--- src/rtl/npc_datapath.sv ---
// npc single-cycle RV32 execute datapath: decoder, 2R/1W register file and ALU.
// Optional macro RV32E_EN restricts the register file to x0..x15 (RV32E).
module npc_datapath #(
    parameter logic [31:0] REG_RESET = 32'h0000_0000
) (
    input  logic        clk,
    input  logic        rst_n,
    input  logic [31:0] inst,
    output logic [31:0] alu_result,
    output logic        reg_wen,
    output logic        illegal,
    output logic        ebreak,
    input  logic [4:0]  dbg_addr,
    output logic [31:0] dbg_data
);

`ifdef RV32E_EN
    localparam int NREGS = 16;
`else
    localparam int NREGS = 32;
`endif

    localparam logic [6:0]  OPC_OP_IMM = 7'b0010011;
    localparam logic [6:0]  OPC_OP     = 7'b0110011;
    localparam logic [6:0]  OPC_LUI    = 7'b0110111;
    localparam logic [31:0] INST_EBREAK = 32'h0010_0073;

    typedef enum logic [2:0] {
        ALU_ADD,
        ALU_SUB,
        ALU_SLT,
        ALU_SLTU,
        ALU_XOR,
        ALU_OR,
        ALU_AND,
        ALU_LUI
    } alu_op_t;

    logic [6:0]  opcode;
    logic [2:0]  funct3;
    logic [6:0]  funct7;
    logic [4:0]  rs1;
    logic [4:0]  rs2;
    logic [4:0]  rd;
    logic [31:0] imm_i;
    logic [31:0] imm_u;

    assign opcode = inst[6:0];
    assign rd     = inst[11:7];
    assign funct3 = inst[14:12];
    assign rs1    = inst[19:15];
    assign rs2    = inst[24:20];
    assign funct7 = inst[31:25];
    assign imm_i  = {{20{inst[31]}}, inst[31:20]};
    assign imm_u  = {inst[31:12], 12'b0};

    // ------------------------------------------------------------------
    // Decoder
    // ------------------------------------------------------------------
    alu_op_t alu_op;
    logic    legal_fmt;
    logic    use_imm;
    logic    uses_rs1;
    logic    uses_rs2;
    logic    uses_rd;
    logic    reg_idx_bad;
    logic    exec_ok;
    logic    ebreak_dec;

    // Maps funct3 to the shared ALU op for OP-IMM and OP (funct7 = 0)
    function automatic logic f3_legal(input logic [2:0] f3, output alu_op_t op);
        f3_legal = 1'b1;
        op       = ALU_ADD;
        case (f3)
            3'b000:  op = ALU_ADD;
            3'b010:  op = ALU_SLT;
            3'b011:  op = ALU_SLTU;
            3'b100:  op = ALU_XOR;
            3'b110:  op = ALU_OR;
            3'b111:  op = ALU_AND;
            default: f3_legal = 1'b0;
        endcase
    endfunction

    always_comb begin
        alu_op    = ALU_ADD;
        legal_fmt = 1'b0;
        use_imm   = 1'b0;
        uses_rs1  = 1'b0;
        uses_rs2  = 1'b0;
        uses_rd   = 1'b0;
        case (opcode)
            OPC_OP_IMM: begin
                legal_fmt = f3_legal(funct3, alu_op);
                use_imm   = 1'b1;
                uses_rs1  = 1'b1;
                uses_rd   = 1'b1;
            end
            OPC_OP: begin
                uses_rs1 = 1'b1;
                uses_rs2 = 1'b1;
                uses_rd  = 1'b1;
                if (funct7 == 7'b0000000) begin
                    legal_fmt = f3_legal(funct3, alu_op);
                end else if (funct7 == 7'b0100000 && funct3 == 3'b000) begin
                    legal_fmt = 1'b1;
                    alu_op    = ALU_SUB;
                end
            end
            OPC_LUI: begin
                legal_fmt = 1'b1;
                alu_op    = ALU_LUI;
                uses_rd   = 1'b1;
            end
            default: ;
        endcase
    end

`ifdef RV32E_EN
    // Indices x16..x31 do not exist; only fields the instruction really uses count
    assign reg_idx_bad = (uses_rs1 && rs1[4]) || (uses_rs2 && rs2[4]) || (uses_rd && rd[4]);
`else
    assign reg_idx_bad = 1'b0 & (uses_rs1 | uses_rs2 | uses_rd);
`endif

    assign ebreak_dec = (inst == INST_EBREAK);
    assign exec_ok    = legal_fmt && !reg_idx_bad;
    assign reg_wen    = exec_ok;
    assign illegal    = !exec_ok && !ebreak_dec;
    assign ebreak     = ebreak_dec;

    // ------------------------------------------------------------------
    // Register file: x0 and unimplemented indices read as zero
    // ------------------------------------------------------------------
    logic [31:0] rf_view [0:31];

    genvar gi;
    generate
        for (gi = 0; gi < 32; gi++) begin : g_rf
            if (gi > 0 && gi < NREGS) begin : g_reg
                logic [31:0] q_reg;
                always_ff @(posedge clk or negedge rst_n) begin
                    if (!rst_n) begin
                        q_reg <= REG_RESET;
                    end else if (reg_wen && rd == 5'(gi)) begin
                        q_reg <= alu_result;
                    end
                end
                assign rf_view[gi] = q_reg;
            end else begin : g_zero
                assign rf_view[gi] = 32'h0;
            end
        end
    endgenerate

    logic [31:0] rs1_data;
    logic [31:0] rs2_data;

    // Reads are combinational with no bypass, so a same-cycle write is not visible
    assign rs1_data = rf_view[rs1];
    assign rs2_data = rf_view[rs2];
    assign dbg_data = rf_view[dbg_addr];

    // ------------------------------------------------------------------
    // ALU
    // ------------------------------------------------------------------
    logic [31:0] op_b;
    logic [31:0] alu_raw;

    assign op_b = use_imm ? imm_i : rs2_data;

    always_comb begin
        alu_raw = 32'h0;
        case (alu_op)
            ALU_ADD:  alu_raw = rs1_data + op_b;
            ALU_SUB:  alu_raw = rs1_data - op_b;
            ALU_SLT:  alu_raw = {31'b0, ($signed(rs1_data) < $signed(op_b))};
            ALU_SLTU: alu_raw = {31'b0, (rs1_data < op_b)};
            ALU_XOR:  alu_raw = rs1_data ^ op_b;
            ALU_OR:   alu_raw = rs1_data | op_b;
            ALU_AND:  alu_raw = rs1_data & op_b;
            ALU_LUI:  alu_raw = imm_u;
            default:  alu_raw = 32'h0;
        endcase
    end

    // Anything not executed (illegal or EBREAK) drives a zero result
    assign alu_result = exec_ok ? alu_raw : 32'h0;

endmodule

--- config.mk ---
export PLATFORM = sky130hd
export DESIGN_NAME = npc_datapath
export DESIGN_NICKNAME = d
export VERILOG_FILES = /design/src/rtl/npc_datapath.sv
export SDC_FILE = /design/constraint.sdc
export NUM_CORES = 2
export LEC_CHECK = 0
export ABC_AREA = 0
export BUFFER_PORTS_ARGS = -buffer_cell sky130_fd_sc_hd__buf_2
export CORE_MARGIN = 2
export CORE_UTILIZATION = 58
export CTS_CLUSTER_SIZE = 10
export DETAILED_ROUTE_END_ITERATION = 12
export PLACE_DENSITY_LB_ADDON = 0.08
export SLEW_MARGIN = 10
export SYNTH_ARGS = -nofsm -noshare
export SYNTH_HDL_FRONTEND = slang
export SYNTH_SLANG_ARGS = --single-unit
--- constraint.sdc ---
create_clock -name clk -period 8.1 [get_ports clk]
set_input_delay 1.215 -clock clk [delete_from_list [all_inputs] [get_ports clk]]
set_output_delay 1.215 -clock clk [all_outputs]
set_load 0.05 [all_outputs]
==> summary.txt <==
Outcome
  • Status: finished clean

Logic synthesis
  • Syn_nets: 5860
  • Synth Warn #: 0
  • Adder-cell share of the synthesized area: under 10%
  • Number of distinct library cells after synthesis: 89
  • Compound-Gate Fraction of Synth Area: 12.0%
  • Async SR Flop Fraction: 100%
  • Post-Syn Area: ~66000 sq um
  • Top-area cell type share of the netlist area: between 30% and 40%
  • Synth area leader: dfrtp_1
  • Dominant cells by area after synthesis: dfrtp_1 (38%), mux4_2 (29%), nand2_1 (5.4%)
  • Simple-gate share of the synthesized area: 8.29%
  • Top FF cell, synth: dfrtp_1
  • Seq/Total Area, Yosys: 37.8%
  • Dominant combinational cell family by area after synthesis: multiplexers
  • Post-synth EDFFs: 0
  • Multiplexer area fraction after synthesis: 35.6%
  • Synth Area in XOR/XNOR: 0.253%
  • Most frequent cell after synthesis: dfrtp_1
  • Syn Area/Cell: between 10 and 15 sq um
  • Yosys reg bits: 992
  • Synth Instances: between 5000 and 6000
  • Commonest cells in the netlist: dfrtp_1 (992), nand2_1 (950), mux4_2 (844)

Drt
  • Initial drt markers: 6323
  • Post-detailed-route wirelength per cell: about 33 um
  • DRT Wirelength: 240000 um
  • Antenna viol nets, final: 0
  • Number of vias in the routed layout: ~52000
  • # DRC: 0
  • Vias per cell: around 7.2
  • Drt pass-1 iters: 8

CTS
  • Clock Pin Slew Worst Setup and Hold Paths: 60 ps
  • TritonCTS clock tree: yes
  • Clock sinks: approximately 990
  • CTS buffer count: 117
  • Clock Latency Late Sink: 750 ps
  • Root Buffer: clkbuf_16
  • # hold bufs at CTS: 0
  • H-tree depth: 3
  • Max clock buf depth: 3

Timing
  • Final Worst Setup Slack: 156 ps
  • Least-Margin Pin Slew: 1320 ps
  • Clock period minus worst slack: about 7900 ps
  • RSZ-0062 raised after global routing: no
  • Final Cycle Share: 98.1%
  • Hold WS: 516 ps
  • Pins over their slew limit: 0
  • Setup violators final: 0
  • Slew HR: roughly 12%
  • Final hold violation count: 0
  • F_max: 126 MHz
  • Clock skew: 30.5 ps

Place
  • DP HPWL: 154000 um
  • Global placement routability congestion: 1.09
  • Setup WS pre-CTS: 0.382 ps
  • Area post-placement: 68900 sq um
  • Input/output buffers: 105

Power
  • Internal power: 8.16 mW
  • Sequential share of power: around 45%
  • Clock Power Share: 45.1%
  • Combinational share of power: between 9 and 10%
  • PD cells: between 150 and 200 nW/um^2
  • Switching power: 2.84 mW
  • Largest vdd supply drop: 0.161 mV
  • Leak pwr: 30.3 nW
  • Switching Fraction: approximately a quarter

GRT
  • Largest net degree at the start of global routing: 176
  • First-pass GRT wire length: about 350000 um
  • GRT Overall Usage: 42.0%
  • Vias in the first global route: roughly 52000
  • Total congestion overflow: 0
  • Antenna violations before repair: 6

Finish
  • FILL cells: just under 9000
  • Final net count: 5790
  • Final core area utilization: 64.5%
  • Area grow syn2layout: 10.3%
  • Fraction of layout cells with a size suffix above 1: 31.1%
  • Max reg flops: 992
  • Layout Cell Area excl Fill: 72400 sq um

Hold path
  • Hold crit path type: input pin to async pin

Critical path
  • Start point of the critical path: inst[15]
  • R2R Path Start: g_rf[11].g_reg.q_reg[0]
  • Critical path type: input pin to output pin
  • Worst path most repeated cell: buf_4
  • WP buf/inv: 7
  • CP cell instances: buf_12, mux4_2, mux4_2, mux2_2, inv_1, ha_1, inv_1, fa_1, a21oi_1, or2_2, a21boi_1, buf_4, o211ai_1, nand2_1, a311o_1, a2111oi_0, buf_4, nor2_2, nor2_1, buf_4, buf_12
  • CP max FO: 40
  • CP delay by family, top: compound AO/OA/AOI/OAI gates
  • Worst setup EP type: output pin
  • Critical path arrival: 6730 ps
  • Crit-path slowest cell: mux4_2
  • Startpoint types: input pin
  • Crit path required time: between 6000 and 7000 ps
  • Slowest stage delay, CP: 570 ps

Floorplan
  • Starting Density: 58.4%
  • Boundary pin count: 106
  • Chip width: 340 um
  • Die Area: between 100000 and 150000 sq um
  • Core Footprint: 112000 sq um
  • Row count: 123
  • Die H: between 300 and 400 um

Run
  • Total of max-cap violations: 0
## cells in the final DEF, fill, tap and decap left out, types with 14 or more instances in the layout
master	n
clkbuf_8	22
o21ai_1	105
nand2_2	31
mux2i_1	86
inv_1	114
a21oi_1	196
a22oi_1	23
mux4_2	844
xnor2_1	16
nand2b_1	19
ha_1	96
nand3_1	19
o31ai_1	66
o21a_1	21
nand2_1	920
buf_12	50
clkbuf_16	119
o21ai_0	685
buf_2	80
nor4_1	14
buf_4	257
dfrtp_1	992
nor2_1	175
or3_1	15
o211ai_1	22
a22o_1	33
a31oi_1	45
clkbuf_1	22
nor3_1	35
mux2_2	298
## power by group through the flow
stage	clock [mW]	combinational, mW	sequential (mW)
2_1_floorplan	0	0.601	5.06
3_3_place_gp	0	1.04	5.06
3_5_place_dp	0	1.04	5.06
4_1_cts	5.00	1.05	4.98
5_1_grt	5.20	1.12	4.98
6_report	4.96	1.07	4.98
## cell type report
type	count	area, sq um	area share [%]
diodes	3	7.51	0.0104
clock buffers	163	3360	4.64
clock inverters	9	90.1	0.124
inverters	117	439	0.606
multi-input cells	4029	38400	53.0
flip-flops and latches	992	24800	34.3
well taps	1500	1880	2.59
repair buffers	396	3460	4.78
## worst register-to-register path, delay by kind of cell, from the launching register on
kind,cells,cell delay [ps]
DFF,1,410
adders and majority gates,2,660
buffers and inverters,5,840
and+or+nand+nor,3,410
AOI/OAI and AO/OA,6,1780
muxes,3,1400
## cell families after synthesis
kind of cell | Yosys count
xor+xnor | 19
fa+ha+maj | 98
flops | 992
buf+inv | 702
mux | 1240
compound gates | 1353
simple gates | 1319
## layer usage
metal  GRT usage [%]  part of all wire (%)
met2            61.7                    44
met4            23.6                   6.7
met1            56.8                    37
met3            11.9                    12
met5               0                0.0054
## repair_timing
item | 4_1_cts | 5_1_grt
resized for setup | 1 | 7
buffers inserted | 0 | 0
endpoints found under the setup margin | 1 | 3
pin swaps | 0 | 1
endpoints found under the hold margin | 0 | 0
## metrics by stage
stage	TNS (ps)	total power, mW	std cells
finish	0	11.0	7209
global route	0	11.3	7208
CTS	0	11.0	7206
detailed placement	0	6.11	7034
global placement	-5.71	6.10	7034
floorplan	0	5.66	5723
## path summary, 6_finish.rpt
path,endpoint,cells past startpoint,slack (ps)
max,alu_result[0],21,160
min,g_rf[16].g_reg.q_reg[22],1,520
max reg2reg,g_rf[12].g_reg.q_reg[0],19,2520
min reg2reg,g_rf[18].g_reg.q_reg[17],2,520
max in group asynchronous,g_rf[17].g_reg.q_reg[2],3,5650
min in group clk,g_rf[18].g_reg.q_reg[17],2,520
Power figures use the tool's default switching activity.
